**src/rtl/frame_buf_mem_init.sv**
```systemverilog
// frame_buf_mem_init
//
// Memory-side initiator for the frame buffer. Accepts a pixel write stream
// and single-pixel read requests, arbitrates between them, and drives a
// two-cycle-access frame memory with active-low enables. Pixel index i lives
// at memory address ADDR_OFFSET + i; both pointers wrap after FRAME_PIXELS.
//
// Ports:
//   clk            clock, all logic on the rising edge
//   reset          asynchronous, active-low reset
//   in_data        pixel to write
//   in_valid       in_data is valid
//   in_ready       write holding register is empty
//   rd_req         pulse: fetch the next pixel
//   rd_busy        a read is pending or in flight
//   out_data       read pixel
//   out_valid      one-cycle strobe, out_data is valid
//   wr_frame_done  one-cycle pulse after the last pixel of a frame is written
//   mem_wr_addr    memory write address (registered)
//   mem_rd_addr    memory read address (registered)
//   mem_wr_data    memory write data (registered)
//   mem_wr_en      active-low memory write enable (registered)
//   mem_rd_en      active-low memory read enable (registered)
//   mem_rd_data    memory read data
//   state_dbg      current FSM state, for observation only
//
// Handshake: a write transfer happens on a rising edge where
// in_valid & in_ready are both high; in_valid may be held while in_ready is
// low and no transfer occurs. A read request is taken on a rising edge where
// rd_req is high and rd_busy is low; a request while busy is dropped.

module frame_buf_mem_init #(
    parameter int DATA_WIDTH   = 32,
    parameter int ADDR_WIDTH   = 29,
    parameter int FRAME_PIXELS = 307200,
    parameter int ADDR_OFFSET  = 1
) (
    input  logic                  clk,
    input  logic                  reset,
    input  logic [DATA_WIDTH-1:0] in_data,
    input  logic                  in_valid,
    output logic                  in_ready,
    input  logic                  rd_req,
    output logic                  rd_busy,
    output logic [DATA_WIDTH-1:0] out_data,
    output logic                  out_valid,
    output logic                  wr_frame_done,
    output logic [ADDR_WIDTH-1:0] mem_wr_addr,
    output logic [ADDR_WIDTH-1:0] mem_rd_addr,
    output logic [DATA_WIDTH-1:0] mem_wr_data,
    output logic                  mem_wr_en,
    output logic                  mem_rd_en,
    input  logic [DATA_WIDTH-1:0] mem_rd_data,
    output logic [2:0]            state_dbg
);

    localparam int PTR_W = $clog2(FRAME_PIXELS);
    localparam logic [PTR_W-1:0] LAST_IDX = PTR_W'(FRAME_PIXELS - 1);

    typedef enum logic [2:0] {
        IDLE       = 3'd0,
        WR_SETUP   = 3'd1,
        WR_HOLD    = 3'd2,
        RD_SETUP   = 3'd3,
        RD_HOLD    = 3'd4,
        RD_CAPTURE = 3'd5
    } state_t;

    state_t state, state_nxt;

    logic [DATA_WIDTH-1:0] hold_data, hold_data_nxt;
    logic                  wr_pend, wr_pend_nxt;
    logic                  rd_pend, rd_pend_nxt;
    // 1 when the most recent contested arbitration went to the read port.
    logic                  last_rd, last_rd_nxt;
    logic [PTR_W-1:0]      wr_ptr, wr_ptr_nxt;
    logic [PTR_W-1:0]      rd_ptr, rd_ptr_nxt;

    logic [ADDR_WIDTH-1:0] mem_wr_addr_nxt, mem_rd_addr_nxt;
    logic [DATA_WIDTH-1:0] mem_wr_data_nxt, out_data_nxt;
    logic                  mem_wr_en_nxt, mem_rd_en_nxt;
    logic                  out_valid_nxt, wr_frame_done_nxt;

    logic                  grant_wr, grant_rd;
    logic [ADDR_WIDTH-1:0] wr_addr, rd_addr;

    assign wr_addr   = ADDR_WIDTH'(ADDR_OFFSET) + ADDR_WIDTH'(wr_ptr);
    assign rd_addr   = ADDR_WIDTH'(ADDR_OFFSET) + ADDR_WIDTH'(rd_ptr);
    assign in_ready  = !wr_pend;
    assign rd_busy   = rd_pend || (state == RD_SETUP) || (state == RD_HOLD) ||
                       (state == RD_CAPTURE);
    assign state_dbg = state;

    // Arbitration. last_rd only moves on a contested grant, so an
    // uncontested read or write does not change who wins the next tie.
    always_comb begin
        grant_wr    = 1'b0;
        grant_rd    = 1'b0;
        last_rd_nxt = last_rd;
        if (state == IDLE) begin
            if (wr_pend && rd_pend) begin
                grant_wr    = last_rd;
                grant_rd    = !last_rd;
                last_rd_nxt = !last_rd;
            end else if (wr_pend) begin
                grant_wr = 1'b1;
            end else if (rd_pend) begin
                grant_rd = 1'b1;
            end
        end
    end

    always_comb begin
        state_nxt         = state;
        hold_data_nxt     = hold_data;
        wr_pend_nxt       = wr_pend;
        rd_pend_nxt       = rd_pend;
        wr_ptr_nxt        = wr_ptr;
        rd_ptr_nxt        = rd_ptr;
        mem_wr_addr_nxt   = mem_wr_addr;
        mem_rd_addr_nxt   = mem_rd_addr;
        mem_wr_data_nxt   = mem_wr_data;
        mem_wr_en_nxt     = mem_wr_en;
        mem_rd_en_nxt     = mem_rd_en;
        out_data_nxt      = out_data;
        out_valid_nxt     = 1'b0;
        wr_frame_done_nxt = 1'b0;

        case (state)
            IDLE: begin
                if (grant_wr) begin
                    state_nxt       = WR_SETUP;
                    mem_wr_en_nxt   = 1'b0;
                    mem_wr_addr_nxt = wr_addr;
                    mem_wr_data_nxt = hold_data;
                end else if (grant_rd) begin
                    state_nxt       = RD_SETUP;
                    mem_rd_en_nxt   = 1'b0;
                    mem_rd_addr_nxt = rd_addr;
                end
            end
            WR_SETUP: state_nxt = WR_HOLD;
            WR_HOLD: begin
                state_nxt         = IDLE;
                mem_wr_en_nxt     = 1'b1;
                wr_pend_nxt       = 1'b0;
                wr_frame_done_nxt = (wr_ptr == LAST_IDX);
                wr_ptr_nxt        = (wr_ptr == LAST_IDX) ? '0 : wr_ptr + PTR_W'(1);
            end
            RD_SETUP: state_nxt = RD_HOLD;
            RD_HOLD: begin
                state_nxt     = RD_CAPTURE;
                mem_rd_en_nxt = 1'b1;
            end
            RD_CAPTURE: begin
                state_nxt     = IDLE;
                out_data_nxt  = mem_rd_data;
                out_valid_nxt = 1'b1;
                rd_pend_nxt   = 1'b0;
                rd_ptr_nxt    = (rd_ptr == LAST_IDX) ? '0 : rd_ptr + PTR_W'(1);
            end
            default: state_nxt = IDLE;
        endcase

        // Accepts never collide with the clears above: a pend flag is only
        // cleared while it is set, and only accepted while it is clear.
        if (in_valid && !wr_pend) begin
            wr_pend_nxt   = 1'b1;
            hold_data_nxt = in_data;
        end
        if (rd_req && !rd_busy) begin
            rd_pend_nxt = 1'b1;
        end
    end

    always_ff @(posedge clk or negedge reset) begin
        if (!reset) begin
            state         <= IDLE;
            hold_data     <= '0;
            wr_pend       <= 1'b0;
            rd_pend       <= 1'b0;
            last_rd       <= 1'b1;
            wr_ptr        <= '0;
            rd_ptr        <= '0;
            mem_wr_addr   <= '0;
            mem_rd_addr   <= '0;
            mem_wr_data   <= '0;
            mem_wr_en     <= 1'b1;
            mem_rd_en     <= 1'b1;
            out_data      <= '0;
            out_valid     <= 1'b0;
            wr_frame_done <= 1'b0;
        end else begin
            state         <= state_nxt;
            hold_data     <= hold_data_nxt;
            wr_pend       <= wr_pend_nxt;
            rd_pend       <= rd_pend_nxt;
            last_rd       <= last_rd_nxt;
            wr_ptr        <= wr_ptr_nxt;
            rd_ptr        <= rd_ptr_nxt;
            mem_wr_addr   <= mem_wr_addr_nxt;
            mem_rd_addr   <= mem_rd_addr_nxt;
            mem_wr_data   <= mem_wr_data_nxt;
            mem_wr_en     <= mem_wr_en_nxt;
            mem_rd_en     <= mem_rd_en_nxt;
            out_data      <= out_data_nxt;
            out_valid     <= out_valid_nxt;
            wr_frame_done <= wr_frame_done_nxt;
        end
    end

endmodule

```
**config.mk**
```make
export PLATFORM = sky130hd
export DESIGN_NAME = frame_buf_mem_init
export DESIGN_NICKNAME = d
export VERILOG_FILES = /design/src/rtl/frame_buf_mem_init.sv
export SDC_FILE = /design/constraint.sdc
export NUM_CORES = 1
export LEC_CHECK = 0
export CORE_MARGIN = 10
export CORE_UTILIZATION = 31
export DETAILED_ROUTE_END_ITERATION = 8
export MAX_ROUTING_LAYER = met4
export REMOVE_ABC_BUFFERS = 1
export SYNTH_ARGS = -nofsm -noshare
export SYNTH_HDL_FRONTEND = slang
export SYNTH_SLANG_ARGS = --single-unit
```
**constraint.sdc**
```tcl
create_clock -name clk -period 4.6 [get_ports clk]
set_clock_uncertainty 0.2 [all_clocks]
set_input_delay 0.92 -clock clk [delete_from_list [all_inputs] [get_ports clk]]
set_output_delay 0.92 -clock clk [all_outputs]
set_load 0.05 [all_outputs]
```
==> impl_results.md, run 1 <==
- Power Density: 680 nW/um^2
- First-pass GRT wire length: 30.2 mm
- Dpl cell area: 9910 um^2
- Commonest non-fill, non-tap cell in the layout: dfrtp_1
- Synth-to-layout area growth: 34.3%
- Worst Path Max Fanout: 10
- Final count of pins violating max slew: 0
- Sw Share: 42.9%
- Routed Antenna Nets: 0
- Slew Limit Headroom: 29.2%
- H-tree levels: 4
- DIE HEIGHT: 179 um
- Largest net degree at the start of global routing: 113
- Crit path capture type: output pin
- Clk pwr share: 20.8%
- Dpl hpwl: 12.9 mm
- Crit path arrival time: 2160 ps
- Final WL: 18.8 mm
- Final #Nets: 963
- Post_cts resized: 0
- Clk sink count: 184
- Fin crit share: 71.4%
- CTS tree: yes
- Die W: 179 um
- Fillers: 2447
- Status: completed
- Crit path time final: 3280 ps
- Worst slew pin tran: 1060 ps
- Mapped Area: 7840 um^2
- Starting Density: 31.3%
- All-Layer GR Usage: 12.1%
- Die area: 32000 um^2
- LEAKAGE: 4.51 nW
- Max-Cap Viols: 0
- Most frequent cells in the layout: dfrtp_1, clkdlybuf4s50_1, nand2_1
- Worst-Skew Late Latency: 420 ps
- Sequential fraction of the synthesis area: 58.8%
- Wire length per cell: 15.2 um
- Sum Neg Setup Slack: 0 ps
- Cell count after synthesis: 725
- Worst vdd ir: 0.390 mV
- Clock root cell: clkbuf_16
- Number of global-route vias before repair: 5699
- Ys Warns: 0
- Non-Filler Cell Area, Final: 10500 um^2
- Fin. Hold Viols: 0
- Cts hold-fix bufs: 0
- GRT met3 Usage: 4.40%
- CTS Buf Count: 17
- Core area: 25000 um^2
- Most used routing layer: met2
- Routability congestion estimate: 0.765
- Met1 Usage GRT: 15.3%
- RSZ-0062 raised after global routing: false
- Port Buffer Count: 180
- Internal power: 0.00408 W
- DR pass1 iterations: 4
- Share of cells above drive strength 1: 13.4%
- Initial antenna violation count: 0
- Clk pin slew, worst setup/hold paths: 80 ps
- Io pins: 199
- WS Path Type: reg2out
- Inserted Diodes: 0
- DRC errors left: 0
- CTS Buffer Depth: 2
- Vias/cell: 4.58
- Grt met2 use: 18.3%
- Via count: 5667
- Sequential power share: 34.9%
- Core Rows: 58
- Yosys reg bits: 184
- Setup bufs post-CTS: 0
- Grt total ovfl: 0
- Startpoint type of the worst setup path: flop
- WP data required: 3480 ps
- Psw: 0.00307 W
- Fmax: 305 MHz
- Hold Crit Class: in2async
- Combinational power share: 44.3%
- Final setup fails: 0
- Syn avg cell area: 10.8 um^2
- Yosys cell types: 45
- DR iter-0 viols: 272
[power groups by stage]
| stage | clock network (W) | logic, W | registers (W) |
|---|---|---|---|
| floorplan | 0 | 0.000924 | 0.00366 |
| global placement | 0 | 0.00320 | 0.00251 |
| detailed placement | 0 | 0.00322 | 0.00253 |
| CTS | 0.00155 | 0.00323 | 0.00250 |
| global route | 0.00162 | 0.00337 | 0.00257 |
| finish | 0.00149 | 0.00317 | 0.00249 |
[critical path, cell delays in order, from the launching register on]
cell,delay [ps]
dfrtp_1,490
and3b_1,220
or3_1,300
clkdlybuf4s50_1,730
[routing by layer]
| metal | vias up | wire, um |
|---|---|---|
| met2 | 137 | 8790 |
| met5 | - | 0 |
| met4 | 0 | 108 |
| li1 | 2749 | - |
| met1 | 2774 | 8670 |
| met3 | 7 | 1220 |
[synth_stat cells, drive strengths merged]
cell type    n  share of area [%]
dfstp        3                1.0
a22o         6               0.69
nor3        11               0.70
nand2b       2               0.16
nor3b        1              0.096
mux2        68                9.8
buf         26                2.3
and3b        1               0.11
and2         2               0.16
o21ai       53                3.4
o211ai       1              0.096
ha           2               0.32
o31a         1               0.11
nand2      175                8.4
nand3       25                1.7
or3          4               0.38
dfrtp      181                 58
a21oi       10               0.64
nor2b        3               0.24
nor4         7               0.64
nand4        6               0.48
a31oi       11               0.88
and3         4               0.32
a21boi       1              0.096
conb         1              0.048
a21o         5               0.48
clkbuf      29                1.4
o31ai        3               0.29
o41ai        1               0.11
or3b         2               0.22
and4         1               0.11
nor2        24                1.1
xor2        21                2.3
or4          1              0.096
inv          7               0.34
a32o         1               0.13
xnor2       25                2.8
[sequential cells by signal, summed over array words and instances, names as in the netlist, 3 cells and up]
register,cells
wr_ptr,19
mem_wr_data,32
mem_rd_addr,20
state_dbg,3
rd_ptr,19
hold_data,32
mem_wr_addr,20
out_data,32
[metrics by stage]
step,power (W),hold slack (ps),utilization (%),worst slack [ps],cells
2_1_floorplan,0.00459,266,-,1120,687
3_3_place_gp,0.00571,250,39.6,1620,1204
5_1_grt,0.00757,130,42.0,1210,1236
6_report,0.00715,151,42.0,1320,1236
4_1_cts,0.00728,132,42.0,1280,1236
3_5_place_dp,0.00575,262,39.6,1610,1204
[final cells by class]
class,count,area (um^2),area share [%]
Tap cell,330,413,3.92
Timing Repair Buffer,187,1870,17.8
Clock buffer,17,425,4.04
Inverter,7,26.3,0.250
Sequential cell,184,4610,43.8
Clock inverter,15,185,1.76
Multi-Input combinational cell,496,2990,28.5
[kinds of logic (layout without fill, tap and decap cells)]
group	Yosys count	after routing	synth area share, %
XOR/XNOR	46	46	5.14
multiplexers	68	68	9.77
buffers and inverters	62	226	4.04
AO/OA/AOI/OAI	93	93	6.95
flip-flops	184	184	58.8
other	1	18	0.0479
AND/OR/NAND/NOR	269	269	14.9
adder cells (fa/ha/maj)	2	2	0.319
[path summary, 6_finish.rpt]
| check | start | endpoint | slack, ps | cells past startpoint |
|---|---|---|---|---|
| setup reg to reg | wr_ptr[0] | wr_ptr[3] | 2100 | 6 |
| setup / recovery | state_dbg[2] | rd_busy | 1320 | 3 |
| min in group clk | out_data[13] | out_data[13] | 280 | 2 |
| hold reg to reg | out_data[13] | out_data[13] | 280 | 2 |
| hold / removal | reset | wr_ptr[9] | 150 | 1 |
| max in group asynchronous | reset | rd_ptr[2] | 3110 | 2 |
No activity file was read; power rests on OpenSTA's default activity.
==> inputs of run 2 (changes only) <==
==> constraint.sdc (replaced) <==
create_clock -name clk -period 3.2 [get_ports clk]
set_clock_uncertainty 0.2 [all_clocks]
set_input_delay 0.64 -clock clk [delete_from_list [all_inputs] [get_ports clk]]
set_output_delay 0.64 -clock clk [all_outputs]
set_load 0.05 [all_outputs]
==> run 2 against run 1 <==
Against the previous run:
- worst setup slack worse by 1100 ps
- critical path depth unchanged
- global-route usage up 0.51 points
- non-clock buffer count up 9
- register-to-register slack worse by 1400 ps
- sequential power up 44%
- combinational power up 46%
- largest cell class unchanged
- largest power group unchanged
==> impl_results.md, run 2 (same netlist as run 1, synthesis figures left out) <==
- Status: completed
- CP max-delay cell: clkdlybuf4s50_1
- Vias/cell: 4.57 (-0.30%)
- Worst-Skew Late Latency: 420 ps (about the same)
- Startpoint type of the worst setup path: flop
- Synth-to-layout area growth: 35.2%
- Crit path time final: 3020 ps
- WS Path Type: reg2out
- Slew Limit Headroom: 54.4% (+25 points)
- DR pass1 iterations: 4 (unchanged)
- Sw Share: 43.3% (+0.38 points)
- CP max stage delay: 730 ps (about the same)
- Power Density: 971 nW/um^2 (+43%)
- LEAKAGE: 4.55 nW (+0.89%)
- Share of cells above drive strength 1: 14.2% (+0.85 points)
- Dpl hpwl: 13.9 mm (+7.3%)
- Psw: 0.00446 W (+45%)
- Core area: 25000 um^2 (unchanged)
- CTS tree: yes
- Worst vdd ir: 0.597 mV (+53%)
- Worst-case reg-to-reg path depth: 6 (unchanged)
- Crit-path cells: and3b_1 > or3_1 > clkdlybuf4s50_1
- CTS Buffer Depth: 2 (unchanged)
- Clock root cell: clkbuf_16
- Worst Path Max Fanout: 10 (unchanged)
- Die W: 179 um (unchanged)
- Cell family with most CP delay: buffers and inverters
- FF+latch area: 4610 um^2 (unchanged)
- Worst slew pin tran: 683 ps (-377 ps)
- Commonest non-fill, non-tap cell in the layout: dfrtp_1
- Setup bufs post-CTS: 0 (unchanged)
- Final count of pins violating max slew: 0 (unchanged)
- Initial antenna violation count: 0 (unchanged)
- Sum Neg Setup Slack: 0 ps (unchanged)
- Crit path arrival time: 2180 ps (+20 ps)
- Core Rows: 58 (unchanged)
- Cts hold-fix bufs: 0 (unchanged)
- Top Registers: hold_data (32), mem_wr_data (32), out_data (32)
- Grt total ovfl: 0 (unchanged)
- Wire length per cell: 15.7 um (+3.5%)
- All-Layer GR Usage: 12.6% (+0.51 points)
- Number of global-route vias before repair: 5887 (+3.3%)
- Io pins: 199 (unchanged)
- Routability congestion estimate: 0.761 (-0.55%)
- Starting Density: 31.3% (unchanged)
- Hold Crit Class: in2async
- Via count: 5691 (+0.42%)
- Fin. Hold Viols: 0 (unchanged)
- Final #Nets: 972 (+0.93%)
- Crit path capture type: output pin
- Port Buffer Count: 180 (unchanged)
- H-tree levels: 4 (unchanged)
- Fillers: 2390 (-2.3%)
- DRC errors left: 0 (unchanged)
- Die area: 32000 um^2 (unchanged)
- Area occupied by multi-input gates: 2990 um^2 (unchanged)
- Largest net degree at the start of global routing: 78 (-31%)
- DIE HEIGHT: 179 um (unchanged)
- RSZ-0062 raised after global routing: false
- First-pass GRT wire length: 31.4 mm (+3.9%)
- Final WL: 19.6 mm (+4.3%)
- Inserted Diodes: 0 (unchanged)
- Clk pwr share: 20.1% (-0.7 points)
- Fmax: 331 MHz
- Most frequent cells in the layout: dfrtp_1, clkdlybuf4s50_1, nand2_1
- CP Buf/Inv Count: 1 (unchanged)
- WP data required: 2360 ps (-1120 ps)
- CTS Buf Count: 17 (unchanged)
- Routed Antenna Nets: 0 (unchanged)
- Sequential power share: 34.8% (about the same)
- Clk pin slew, worst setup/hold paths: 70 ps (about the same)
- Crit path depth: 3 (unchanged)
- Internal power: 0.00583 W (+43%)
- Final core occ: 42.3% (+0.27 points)
- Clk sink count: 184 (unchanged)
- Post_cts resized: 0 (unchanged)
- Combinational power share: 45.1% (+0.8 points)
- Max-Cap Viols: 0 (unchanged)
- Final setup fails: 0 (unchanged)
- DR iter-0 viols: 281 (+3.3%)
- Fin crit share: 94.3%
## run 2: cell count changes in the layout (fill, tap and decap cells not counted), sizes merged
cell	previous run	this run
buf	7	16
bufinv	1	0
clkinv	8	9
clkinvlp	0	1
inv	13	12
## run 2: final cells by class
class / count / area share [%]
Multi-Input combinational cell: 496 / 28.3
Timing Repair Buffer: 196 / 18.5
Clock buffer: 17 / 4.02
Tap cell: 330 / 3.90
Sequential cell: 184 / 43.5
Clock inverter: 15 / 1.51
Inverter: 7 / 0.248
## run 2: per-layer routing
layer / global-route usage, % / up-vias / share of wire, %
met5: - / - / 0
met4: 3.75 / 0 / 0.76
met3: 3.52 / 11 / 6.7
met2: 19.9 / 148 / 47
met1: 15.5 / 2758 / 45
li1: - / 2774 / -
## run 2: stage by stage
step / instance area, um^2 / std cells / total power, W / hold slack [ps] / setup slack, ps
after CTS: 10600 / 1245 / 0.0105 / 69.5 / 142
after global routing: 10600 / 1245 / 0.0109 / 93.9 / 109
after global placement: 10000 / 1213 / 0.00828 / 257 / 652
final: 10600 / 1245 / 0.0103 / 49.0 / 183
after detailed placement: 10000 / 1213 / 0.00834 / 261 / 616
after floorplan: 7610 / 687 / 0.00659 / 144 / -285
## run 2: worst reg2reg max path, delay by kind of cell, from the launching register on
| family | cells | cell delay (ps) |
|---|---|---|
| and+or+nand+nor | 4 | 1180 |
| DFF | 1 | 450 |
| adders and majority gates | 1 | 280 |
| AOI/OAI and AO/OA | 1 | 250 |
## run 2: final timing paths
kind,from,to,slack [ps]
max,state_dbg[2],rd_busy,180
min in group clk,mem_wr_en,mem_wr_en,270
min,reset,mem_wr_addr[10],50
max reg2reg,wr_ptr[0],wr_ptr[3],740
max in group asynchronous,reset,mem_wr_en,1930
min reg2reg,mem_wr_en,mem_wr_en,270
## run 2: power groups by stage
stage	Clock (W)	Combinational [W]	Sequential (W)
floorplan	0	0.00133	0.00526
global placement	0	0.00469	0.00359
detailed placement	0	0.00471	0.00363
CTS	0.00215	0.00472	0.00359
global route	0.00226	0.00494	0.00369
finish	0.00207	0.00464	0.00358
